===== src/rtl/uart_rx.sv =====
// ---------------------------------------------------------------------------
// uart_rx -- bus-attached 8N1 UART receiver with a small receive FIFO.
//
// The serial line is double-flopped and oversampled with a down-counter that
// places each sample near the middle of a bit. Completed bytes go into a
// circular FIFO. The FIFO head and the status flags are readable through the
// single-cycle device bus.
//
// Register map (word offsets, decoded from device_addr_i[3:2]):
//   0x0 RXDATA  read : {24'b0, head}; the read pops the FIFO (0 if empty)
//   0x4 STATUS  read : [0] not_empty [1] full [2] overflow [3] frame_err
//                      [15:8] count
//   0x8 CLEAR   write: wdata[2] clears overflow, wdata[3] clears frame_err
//   Other accesses are ignored and return 0.
//
// Bus handshake: every cycle with device_req_i high is one request. Exactly
// one cycle later device_rvalid_o is high for one cycle and device_rdata_o
// carries the response (0 for writes). There is no back-pressure, so a
// request may be issued every cycle.
//
// Ports:
//   clk_i, rst_i          system clock, asynchronous active-high reset
//   device_req_i          bus request (one cycle per access)
//   device_addr_i         byte address, bits [3:2] decoded
//   device_we_i           write enable
//   device_be_i           byte enables (unused, whole-word registers)
//   device_wdata_i        write data
//   device_rvalid_o       response valid, one cycle after each request
//   device_rdata_o        registered read data
//   uart_rx_i             asynchronous serial input, idle high
//   rx_irq_o              high while the FIFO holds data (registered)
// ---------------------------------------------------------------------------
module uart_rx #(
   parameter int ClockFrequency = 50_000_000,
   parameter int BaudRate       = 115_200,
   parameter int FifoDepth      = 8
) (
   input  logic        clk_i,
   input  logic        rst_i,
   input  logic        device_req_i,
   input  logic [31:0] device_addr_i,
   input  logic        device_we_i,
   input  logic [3:0]  device_be_i,
   input  logic [31:0] device_wdata_i,
   output logic        device_rvalid_o,
   output logic [31:0] device_rdata_o,
   input  logic        uart_rx_i,
   output logic        rx_irq_o
);

   localparam int ClksPerBit = ClockFrequency / BaudRate;
   localparam int CntW       = $clog2(ClksPerBit);
   localparam int PtrW       = $clog2(FifoDepth);

   localparam logic [CntW-1:0] HalfLoad  = CntW'(ClksPerBit / 2 - 1);
   localparam logic [CntW-1:0] BitLoad   = CntW'(ClksPerBit - 1);
   localparam logic [CntW-1:0] CntOne    = CntW'(1);
   localparam logic [PtrW:0]   FullCount = (PtrW + 1)'(FifoDepth);
   localparam logic [PtrW:0]   CountOne  = (PtrW + 1)'(1);
   localparam logic [PtrW-1:0] PtrOne    = PtrW'(1);

   typedef enum logic [2:0] {
      IDLE,
      START,
      DATA,
      STOP,
      WAIT_HIGH
   } state_t;

   // ------------------------------------------------------------------
   // Input synchroniser and start-bit arming
   // ------------------------------------------------------------------
   logic [1:0] sync_q;
   logic       rx_s;
   logic [1:0] settle_q;
   logic       armed_q;

   assign rx_s = sync_q[1];

   // The synchroniser flops come out of reset at 1, so a line that is
   // already low would look like a fresh falling edge two cycles later.
   // settle_q marks when rx_s reflects the real line; the receiver is only
   // armed once it has seen the line high after that point.
   always_ff @(posedge clk_i or posedge rst_i) begin
      if (rst_i) begin
         sync_q   <= 2'b11;
         settle_q <= 2'b00;
         armed_q  <= 1'b0;
      end else begin
         sync_q   <= {sync_q[0], uart_rx_i};
         settle_q <= {settle_q[0], 1'b1};
         armed_q  <= armed_q | (settle_q[1] & rx_s);
      end
   end

   // ------------------------------------------------------------------
   // Receive FSM
   // ------------------------------------------------------------------
   state_t          state_q, state_d;
   logic [CntW-1:0] cnt_q, cnt_d;
   logic [2:0]      idx_q, idx_d;
   logic [7:0]      shift_q, shift_d;
   logic            rx_push;
   logic            ferr_set;

   always_ff @(posedge clk_i or posedge rst_i) begin
      if (rst_i) begin
         state_q <= IDLE;
         cnt_q   <= '0;
         idx_q   <= '0;
         shift_q <= '0;
      end else begin
         state_q <= state_d;
         cnt_q   <= cnt_d;
         idx_q   <= idx_d;
         shift_q <= shift_d;
      end
   end

   always_comb begin
      state_d  = state_q;
      cnt_d    = cnt_q;
      idx_d    = idx_q;
      shift_d  = shift_q;
      rx_push  = 1'b0;
      ferr_set = 1'b0;
      case (state_q)
         IDLE: begin
            if (armed_q && !rx_s) begin
               cnt_d   = HalfLoad;
               state_d = START;
            end
         end
         START: begin
            if (cnt_q == '0) begin
               if (rx_s) begin
                  // Line went back high before mid start bit: glitch.
                  state_d = IDLE;
               end else begin
                  cnt_d   = BitLoad;
                  idx_d   = '0;
                  state_d = DATA;
               end
            end else begin
               cnt_d = cnt_q - CntOne;
            end
         end
         DATA: begin
            if (cnt_q == '0) begin
               shift_d[idx_q] = rx_s;
               cnt_d          = BitLoad;
               if (idx_q == 3'd7) begin
                  state_d = STOP;
               end else begin
                  idx_d = idx_q + 3'd1;
               end
            end else begin
               cnt_d = cnt_q - CntOne;
            end
         end
         STOP: begin
            if (cnt_q == '0) begin
               if (rx_s) begin
                  rx_push = 1'b1;
                  state_d = IDLE;
               end else begin
                  ferr_set = 1'b1;
                  state_d  = WAIT_HIGH;
               end
            end else begin
               cnt_d = cnt_q - CntOne;
            end
         end
         WAIT_HIGH: begin
            // Hold off until a break ends so it is not taken as a start bit.
            if (rx_s) begin
               state_d = IDLE;
            end
         end
         default: begin
            state_d = IDLE;
         end
      endcase
   end

   // ------------------------------------------------------------------
   // Bus decode
   // ------------------------------------------------------------------
   logic [1:0] reg_sel;
   logic       rd_req;
   logic       wr_req;

   assign reg_sel = device_addr_i[3:2];
   assign rd_req  = device_req_i & ~device_we_i;
   assign wr_req  = device_req_i & device_we_i;

   // ------------------------------------------------------------------
   // Receive FIFO
   // ------------------------------------------------------------------
   logic [7:0]      mem [FifoDepth];
   logic [PtrW-1:0] wr_ptr_q, rd_ptr_q;
   logic [PtrW:0]   count_q;
   logic            fifo_empty, fifo_full;
   logic            do_pop, do_push, ovf_set;

   assign fifo_empty = (count_q == '0);
   assign fifo_full  = (count_q == FullCount);
   assign do_pop     = rd_req && (reg_sel == 2'd0) && !fifo_empty;
   // A pop in the same cycle frees the slot, so a push into a full FIFO
   // still succeeds then.
   assign do_push    = rx_push && (!fifo_full || do_pop);
   assign ovf_set    = rx_push && fifo_full && !do_pop;

   always_ff @(posedge clk_i) begin
      if (do_push) begin
         mem[wr_ptr_q] <= shift_q;
      end
   end

   always_ff @(posedge clk_i or posedge rst_i) begin
      if (rst_i) begin
         wr_ptr_q <= '0;
         rd_ptr_q <= '0;
         count_q  <= '0;
      end else begin
         if (do_push) begin
            wr_ptr_q <= wr_ptr_q + PtrOne;
         end
         if (do_pop) begin
            rd_ptr_q <= rd_ptr_q + PtrOne;
         end
         case ({do_push, do_pop})
            2'b10:   count_q <= count_q + CountOne;
            2'b01:   count_q <= count_q - CountOne;
            default: count_q <= count_q;
         endcase
      end
   end

   // ------------------------------------------------------------------
   // Sticky flags; a set event wins over a clear in the same cycle
   // ------------------------------------------------------------------
   logic ovf_q, ferr_q;
   logic clr_ovf, clr_ferr;

   assign clr_ovf  = wr_req && (reg_sel == 2'd2) && device_wdata_i[2];
   assign clr_ferr = wr_req && (reg_sel == 2'd2) && device_wdata_i[3];

   always_ff @(posedge clk_i or posedge rst_i) begin
      if (rst_i) begin
         ovf_q  <= 1'b0;
         ferr_q <= 1'b0;
      end else begin
         if (ovf_set) begin
            ovf_q <= 1'b1;
         end else if (clr_ovf) begin
            ovf_q <= 1'b0;
         end
         if (ferr_set) begin
            ferr_q <= 1'b1;
         end else if (clr_ferr) begin
            ferr_q <= 1'b0;
         end
      end
   end

   // ------------------------------------------------------------------
   // Read data and response registers
   // ------------------------------------------------------------------
   logic [7:0]  count_ext;
   logic [31:0] rdata_d;
   logic        rvalid_q;
   logic [31:0] rdata_q;
   logic        irq_q;

   assign count_ext = 8'(count_q);

   always_comb begin
      rdata_d = '0;
      if (rd_req) begin
         case (reg_sel)
            2'd0: begin
               if (!fifo_empty) begin
                  rdata_d = {24'b0, mem[rd_ptr_q]};
               end
            end
            2'd1: begin
               rdata_d = {16'b0, count_ext, 4'b0, ferr_q, ovf_q, fifo_full, !fifo_empty};
            end
            default: begin
               rdata_d = '0;
            end
         endcase
      end
   end

   always_ff @(posedge clk_i or posedge rst_i) begin
      if (rst_i) begin
         rvalid_q <= 1'b0;
         rdata_q  <= '0;
         irq_q    <= 1'b0;
      end else begin
         rvalid_q <= device_req_i;
         rdata_q  <= rdata_d;
         irq_q    <= !fifo_empty;
      end
   end

   assign device_rvalid_o = rvalid_q;
   assign device_rdata_o  = rdata_q;
   assign rx_irq_o        = irq_q;

   // Address/data bits outside the decoded fields and the byte enables
   // carry no meaning for this block.
   logic unused_bits;
   assign unused_bits = ^{device_be_i, device_addr_i[31:4], device_addr_i[1:0],
                          device_wdata_i[31:4], device_wdata_i[1:0]};

endmodule


===== config.mk =====
export PLATFORM = sky130hd
export DESIGN_NAME = uart_rx
export DESIGN_NICKNAME = d
export VERILOG_FILES = /design/src/rtl/uart_rx.sv
export SDC_FILE = /design/constraint.sdc
export NUM_CORES = 1
export LEC_CHECK = 0
export ABC_AREA = 0
export BUFFER_PORTS_ARGS = -buffer_cell sky130_fd_sc_hd__buf_2
export CORE_UTILIZATION = 35
export DETAILED_ROUTE_END_ITERATION = 10
export PLACE_DENSITY_LB_ADDON = 0.2
export SETUP_SLACK_MARGIN = 0.2
export SLEW_MARGIN = 20
export SYNTH_ARGS = -nofsm -noshare
export SYNTH_HDL_FRONTEND = slang
export SYNTH_SLANG_ARGS = --single-unit

===== constraint.sdc =====
create_clock -name clk_i -period 3.8 [get_ports clk_i]
set_input_delay 0.38 -clock clk_i [delete_from_list [all_inputs] [get_ports clk_i]]
set_output_delay 0.38 -clock clk_i [all_outputs]
set_load 0.01 [all_outputs]

==> results of run 1 <==
==> metal layers <==
metal  track usage, %  up-vias
met1             17.1     1452
met3             4.51        4
met2             23.7       53
met4             6.48        0
li1                 -     1395
met5                0        -
==> kinds of logic (layout without fill, tap and decap cells) <==
kind of cell / Yosys count / after routing
flip-flops: 118 / 118
AND/OR/NAND/NOR: 107 / 107
AO/OA/AOI/OAI: 47 / 47
buffers and inverters: 46 / 78
multiplexers: 34 / 34
XOR/XNOR: 7 / 7
adder cells (fa/ha/maj): 6 / 6
other: 2 / 21
==> power breakdown <==
| part | internal [mW] | total (mW) | switching (mW) | leakage (nW) |
|---|---|---|---|---|
| Clock | 1.11 | 1.64 | 0.531 | 0.302 |
| Sequential | 1.41 | 1.53 | 0.121 | 1.35 |
| Combinational | 0.209 | 0.450 | 0.240 | 0.789 |
==> how the worst max path moves through the flow <==
stage | start | to | slack [ns] | cells past startpoint
after floorplan | cnt_q[0] | mem[0][0] | 0.85 | 8
after global placement | cnt_q[0] | mem[0][7] | 0.90 | 8
after detailed placement | cnt_q[0] | mem[0][7] | 0.88 | 8
after CTS | cnt_q[0] | mem[0][3] | 0.87 | 8
after global routing | cnt_q[0] | mem[0][3] | 0.73 | 8
final | cnt_q[0] | mem[0][6] | 0.87 | 8
==> cell type report <==
cell class / count / area [µm²] / share of cell area, %
inverters: 12 / 45.0 / 0.754
clock inverters: 10 / 154 / 2.58
flip-flops and latches: 118 / 3280 / 54.8
well taps: 180 / 225 / 3.77
repair buffers: 34 / 200 / 3.35
clock buffers: 22 / 454 / 7.60
multi-input cells: 222 / 1620 / 27.1
==> cells in the mapped netlist, types with 3 or more instances <==
master    instances
buf_2             3
or4_1             3
o21ai_0          16
ha_1              6
mux4_2           16
xor2_1            3
inv_1            12
dfrtp_1          52
xnor2_1           4
nand3_1          10
mux2_2           12
nor3_1           14
a21oi_1          11
and3_1            4
clkbuf_1         10
nand2_1          28
nand2b_1          3
mux2i_1           5
edfxtp_1         64
buf_4            20
nor2_1           28
==> stage by stage <==
step	utilization [%]	hold WS, ns	total power [mW]
CTS	42.6	0.0595	3.67
floorplan	-	0.331	1.90
detailed placement	38.2	0.338	2.01
global placement	38.2	0.335	2.01
global route	42.6	0.0527	3.80
finish	42.6	0.0781	3.62
==> worst max-delay path: stages, from the launching register on <==
cell and delay [ns]:
dfrtp_1 0.40, inv_1 0.09, ha_1 0.20, or4b_1 0.64, nor4_4 0.46, o21ai_2 0.14
or2_1 0.30, nor3_1 0.15, buf_4 0.22
==> registers in the layout, indices dropped and copies added (netlist names) <==
name             count
sync_q               2
wr_ptr_q             3
ovf_q                1
state_q              3
rd_ptr_q             3
mem                 64
device_rdata_o      12
device_rvalid_o      1
armed_q              1
rx_irq_o             1
settle_q             2
ferr_q               1
idx_q                3
count_q              4
shift_q              8
cnt_q                9
==> metrics.yaml, run 1 <==
synth_area_leaders: "edfxtp_1 (38%), dfrtp_1 (26%), mux4_2 (7.1%)"
ys_ff_latch: 118
finalSetupViolations: 0
final_hold_viol_count: 0
drc_errors: 0
final_net_count: 484
firstDrtPassIters: 4
timing.rr.end: "mem[0][6]"
critPathKind: "reg -> reg"
synth_area_leader_cell: "edfxtp_1"
cts_buffers: 17
drtIter0Drc: 256
yosysTopAreaCellShare_pct: 37.8
met1_length_um: 4240
layout_commonest_cell: "edfxtp_1"
ys_seq_area_share_pct: 64.4
tightest_slew_ns: 0.999
yosysUniqueCellTypes: 53
netlist_area_um2: 5080
r2r-start: "cnt_q[0]"
power_density_nw_per_um2: 606
numPortBuffers: 22
ant_nets: 0
cts.repair.resized: 0
fin_ws_ns: 0.870
yosys.area_share.simple_pct: 10.6
min_period_over_period_pct: 77.1
crit_required_ns: 3.90
synthArstFlopShare_pct: 45.8
die_area_um2: 15000
rows: 43
r2r_slack_ns: 0.87
numClockSinks: 118
htree_num_levels: 4
holdBufCountCts: 0
cts_tree: "done"
grt_pass1_wl_um: 15500
clockBufferDepth: 2
startpoint_type: "flop"
hp-class: "in -> async"
routed-wl-met2_um: 4830
avgViaCountPerCell: 4.86
fin_crit_ns: 2.93
path_clk_slew_ns: 0.05
grt_pass1_vias: 2947
drv_slew: 0
syn_inst: 367
met3WireLength_um: 335
fin_cells: 598
cts_setup_buffers: 0
place_congestion: 0.721
rr_worst_depth: 8
syn_to_final_growth_pct: 17.5
antenna_found_initial: 0
vias: 2904
cp-end-kind: "flop"
clock-root-buffer: "clkbuf_16"
place_area_um2: 5370
place_ws_ns: 0.882
drive_gt1_share_pct: 24.6
clk-insertion-delay-late_ns: 0.40
start_util_pct: 36.2
grt_setup_unrepaired: "no"
core_um2: 14000
status: "completed"
gr-usage-all-layers_pct: 14.4
final_cell_area_um2: 5980
dp.cells: 566
drt-total-wl_um: 9490
avgSynthCellArea_um2: 13.9
final_cell_mix: "edfxtp_1 (64), dfrtp_1 (52), nor2_1 (28), nand2_1 (28), buf_2 (22)"
grt.overflow.total: 0
routedWlPerCell_um: 15.9
setup_tns_ns: 0
synth_edf_count: 64
highest_layer: "met4"
synth_compound_gate_area_share_pct: 6.05
synth_ff_type: "edfxtp_1"
muxShareOfSynthArea_pct: 11.0
power.leakage_nw: 2.44
cp_max_fo: 8
synth-xor-area-share_pct: 1.21
grt_max_degree: 33
synthAdderAreaFrac_pct: 1.48
nFillCells: 1282
yosysWarnings: 0
max_slew_margin_pct: 33.3
insertedDiodeCount: 0
ios: 107
arrival_ns: 3.03
drv_cap: 0
max_freq_mhz: 341
synth_top_family_by_area: "multiplexers"
final.setup_skew_ns: 0.0116
ir_drop_mv: 0.317
hpwl_um: 6290
die_w_um: 123
dieHeight_um: 123
(Power assumes the default switching activity.)
==> inputs of run 2 (changes only) <==
==> constraint.sdc (replaced) <==
create_clock -name clk_i -period 2.4 [get_ports clk_i]
set_input_delay 0.24 -clock clk_i [delete_from_list [all_inputs] [get_ports clk_i]]
set_output_delay 0.24 -clock clk_i [all_outputs]
set_load 0.01 [all_outputs]
==> metrics.yaml, run 2 (synthesized netlist as in run 1, its figures left out) <==
die_area_um2: 15000  # unchanged
drtIter0Drc: 227  # was 256
avgViaCountPerCell: 4.84  # was 4.86
drv_cap: 0  # unchanged
startpoint_type: "flop"  # unchanged
power_density_nw_per_um2: 908  # was 606 nW/µm²
min_period_over_period_pct: 102  # was 77.1%
crit_slowest_cell: "or4b_4"  # was or4b_1
final_cell_mix: "edfxtp_1 (64), dfrtp_1 (52), buf_4 (32)"  # was edfxtp_1 (64), dfrtp_1 (52), nor2_1 (28), nand2_1 (28), buf_2 (22)
drive_gt1_share_pct: 37.7  # was 24.6%
status: "finished, violations left"  # was completed
crit_required_ns: 2.52  # was 3.90 ns
max_slew_margin_pct: 60.3  # was 33.3%
critPathKind: "reg -> reg"  # unchanged
rows: 43  # unchanged
place_ws_ns: -0.0934  # was 0.882 ns
fin_crit_ns: 2.44  # was 2.93 ns
arrival_ns: 2.56  # was 3.03 ns
place_congestion: 0.746  # was 0.721
largest_register_ffs: 64  # unchanged
ios: 107  # unchanged
ir_drop_mv: 0.511  # was 0.317 mV
final_hold_viol_count: 0  # unchanged
die_w_um: 123  # unchanged
numClockSinks: 118  # unchanged
cpLargestDelayFamily: "simple AND/OR/NAND/NOR gates"  # unchanged
fin_ws_ns: -0.0428  # was 0.870 ns
power.leakage_nw: 2.73  # was 2.44 nW
hpwl_um: 6560  # was 6290 µm
regMostFlops: "mem"  # unchanged
drt-total-wl_um: 10100  # was 9490 µm
cp-end-kind: "flop"  # unchanged
slowest_delay_ns: 0.49  # was 0.64 ns
cp_max_fo: 8  # unchanged
grt_max_degree: 30  # was 33
cts_tree: "done"  # unchanged
layout_commonest_cell: "edfxtp_1"  # unchanged
ant_nets: 0  # unchanged
hp-class: "in -> reg"  # was in -> async
drv_slew: 0  # unchanged
drc_errors: 0  # unchanged
grt.overflow.total: 0  # unchanged
violations: "negative setup slack"
firstDrtPassIters: 5  # was 4
dieHeight_um: 123  # unchanged
clk-insertion-delay-late_ns: 0.41  # was 0.40 ns
grt_pass1_vias: 3096  # was 2947
final_net_count: 525  # was 484
finalSetupViolations: 17  # was 0
final.setup_skew_ns: 0.0108  # was 0.0116 ns
clock-root-buffer: "clkbuf_16"  # unchanged
holdWs_ns: 0.123  # was 0.0781 ns
core_um2: 14000  # unchanged
gr-usage-all-layers_pct: 14.6  # was 14.4%
cts_buffers: 17  # unchanged
htree_num_levels: 4  # unchanged
start_util_pct: 36.2  # unchanged
syn_to_final_growth_pct: 31.1  # was 17.5%
crit_buf_inv: 3  # was 2
max_freq_mhz: 409  # was 341 MHz
path_clk_slew_ns: 0.05  # about the same
clockBufferDepth: 2  # unchanged
insertedDiodeCount: 0  # unchanged
path_cells: "inv_2 -> ha_4 -> or4b_4 -> nor4_4 -> buf_6 -> o21ai_4 -> or2_4 -> nor2_2 -> buf_12"  # was inv_1 -> ha_1 -> or4b_1 -> nor4_4 -> o21ai_2 -> or2_1 -> nor3_1 -> buf_4
grt_pass1_wl_um: 16000  # was 15500 µm
routedWlPerCell_um: 15.7  # was 15.9 µm
numPortBuffers: 22  # unchanged
tightest_slew_ns: 0.593  # was 0.999 ns
vias: 3095  # was 2904
antenna_found_initial: 0  # unchanged
grt_setup_unrepaired: "yes"  # was no
-- run 2: cell count changes in the layout (fill, tap and decap cells not counted), moves of 6 or more --
cell	change
o21ai_0	-7
buf_4	+20
buf_6	+15
mux2_2	-8
mux2_4	+8
nor3_1	-7
o21ai_1	+6
-- run 2: routing by layer --
layer  wire (µm)  track usage [%]  vias up
li1            -                -     1488
met1        4390             17.2     1536
met2        5230             24.9       57
met3         280             4.46       14
met4         160             5.49        0
met5           0                0        -
-- run 2: tightest hold or removal path, stage by stage --
cell     delay, ns
buf_2         0.08
nand2_1       0.04
nand2_1       0.05
o21ai_0       0.07
-- run 2: layout make-up --
class	count	area (µm²)
Clock inverter	15	186
Timing Repair Buffer	75	609
Multi-Input combinational cell	222	1900
Inverter	12	45.0
Clock buffer	17	425
Fill cell	1213	7380
Tap cell	180	225
Sequential cell	118	3280
-- run 2: final timing paths --
kind | from | endpoint | slack, ns | cells after the start
worst max-delay path | cnt_q[0] | mem[4][2] | -0.04 | 9
worst min-delay path | device_wdata_i[2] | ovf_q | 0.12 | 4
worst max register to register | cnt_q[0] | mem[4][2] | -0.04 | 9
worst min register to register | sync_q[0] | sync_q[1] | 0.36 | 0
max in group asynchronous | rst_i | sync_q[0] | 1.31 | 4
min in group asynchronous | rst_i | cnt_q[7] | 0.45 | 3
-- run 2: timing repair --
action                                  4_1_cts  5_1_grt
gates resized for setup                      23       53
buffers inserted                              4        7
endpoints found under the setup margin       77       85
pin swaps                                     5        6
hold endpoints to repair                     27        0
gates cloned                                  0        1
hold buffers                                  3        0
-- run 2: power breakdown --
group	total, mW	switching (mW)	leakage [nW]	internal [mW]
Clock	2.59	0.867	0.293	1.72
Sequential	2.33	0.0947	1.34	2.24
Combinational	1.14	0.588	1.10	0.549
-- run 2: through the flow --
step	utilization [%]	instances	area [µm²]	setup TNS [ns]	power, mW
after CTS	45.6	631	6400	-0.104	5.98
after floorplan	-	386	5180	-11.51	3.03
after detailed placement	40.1	592	5630	-2.55	3.32
after global routing	47.5	639	6670	-2.74	6.32
final	47.5	639	6670	-0.577	6.05
after global placement	40.1	592	5630	-3.01	3.30
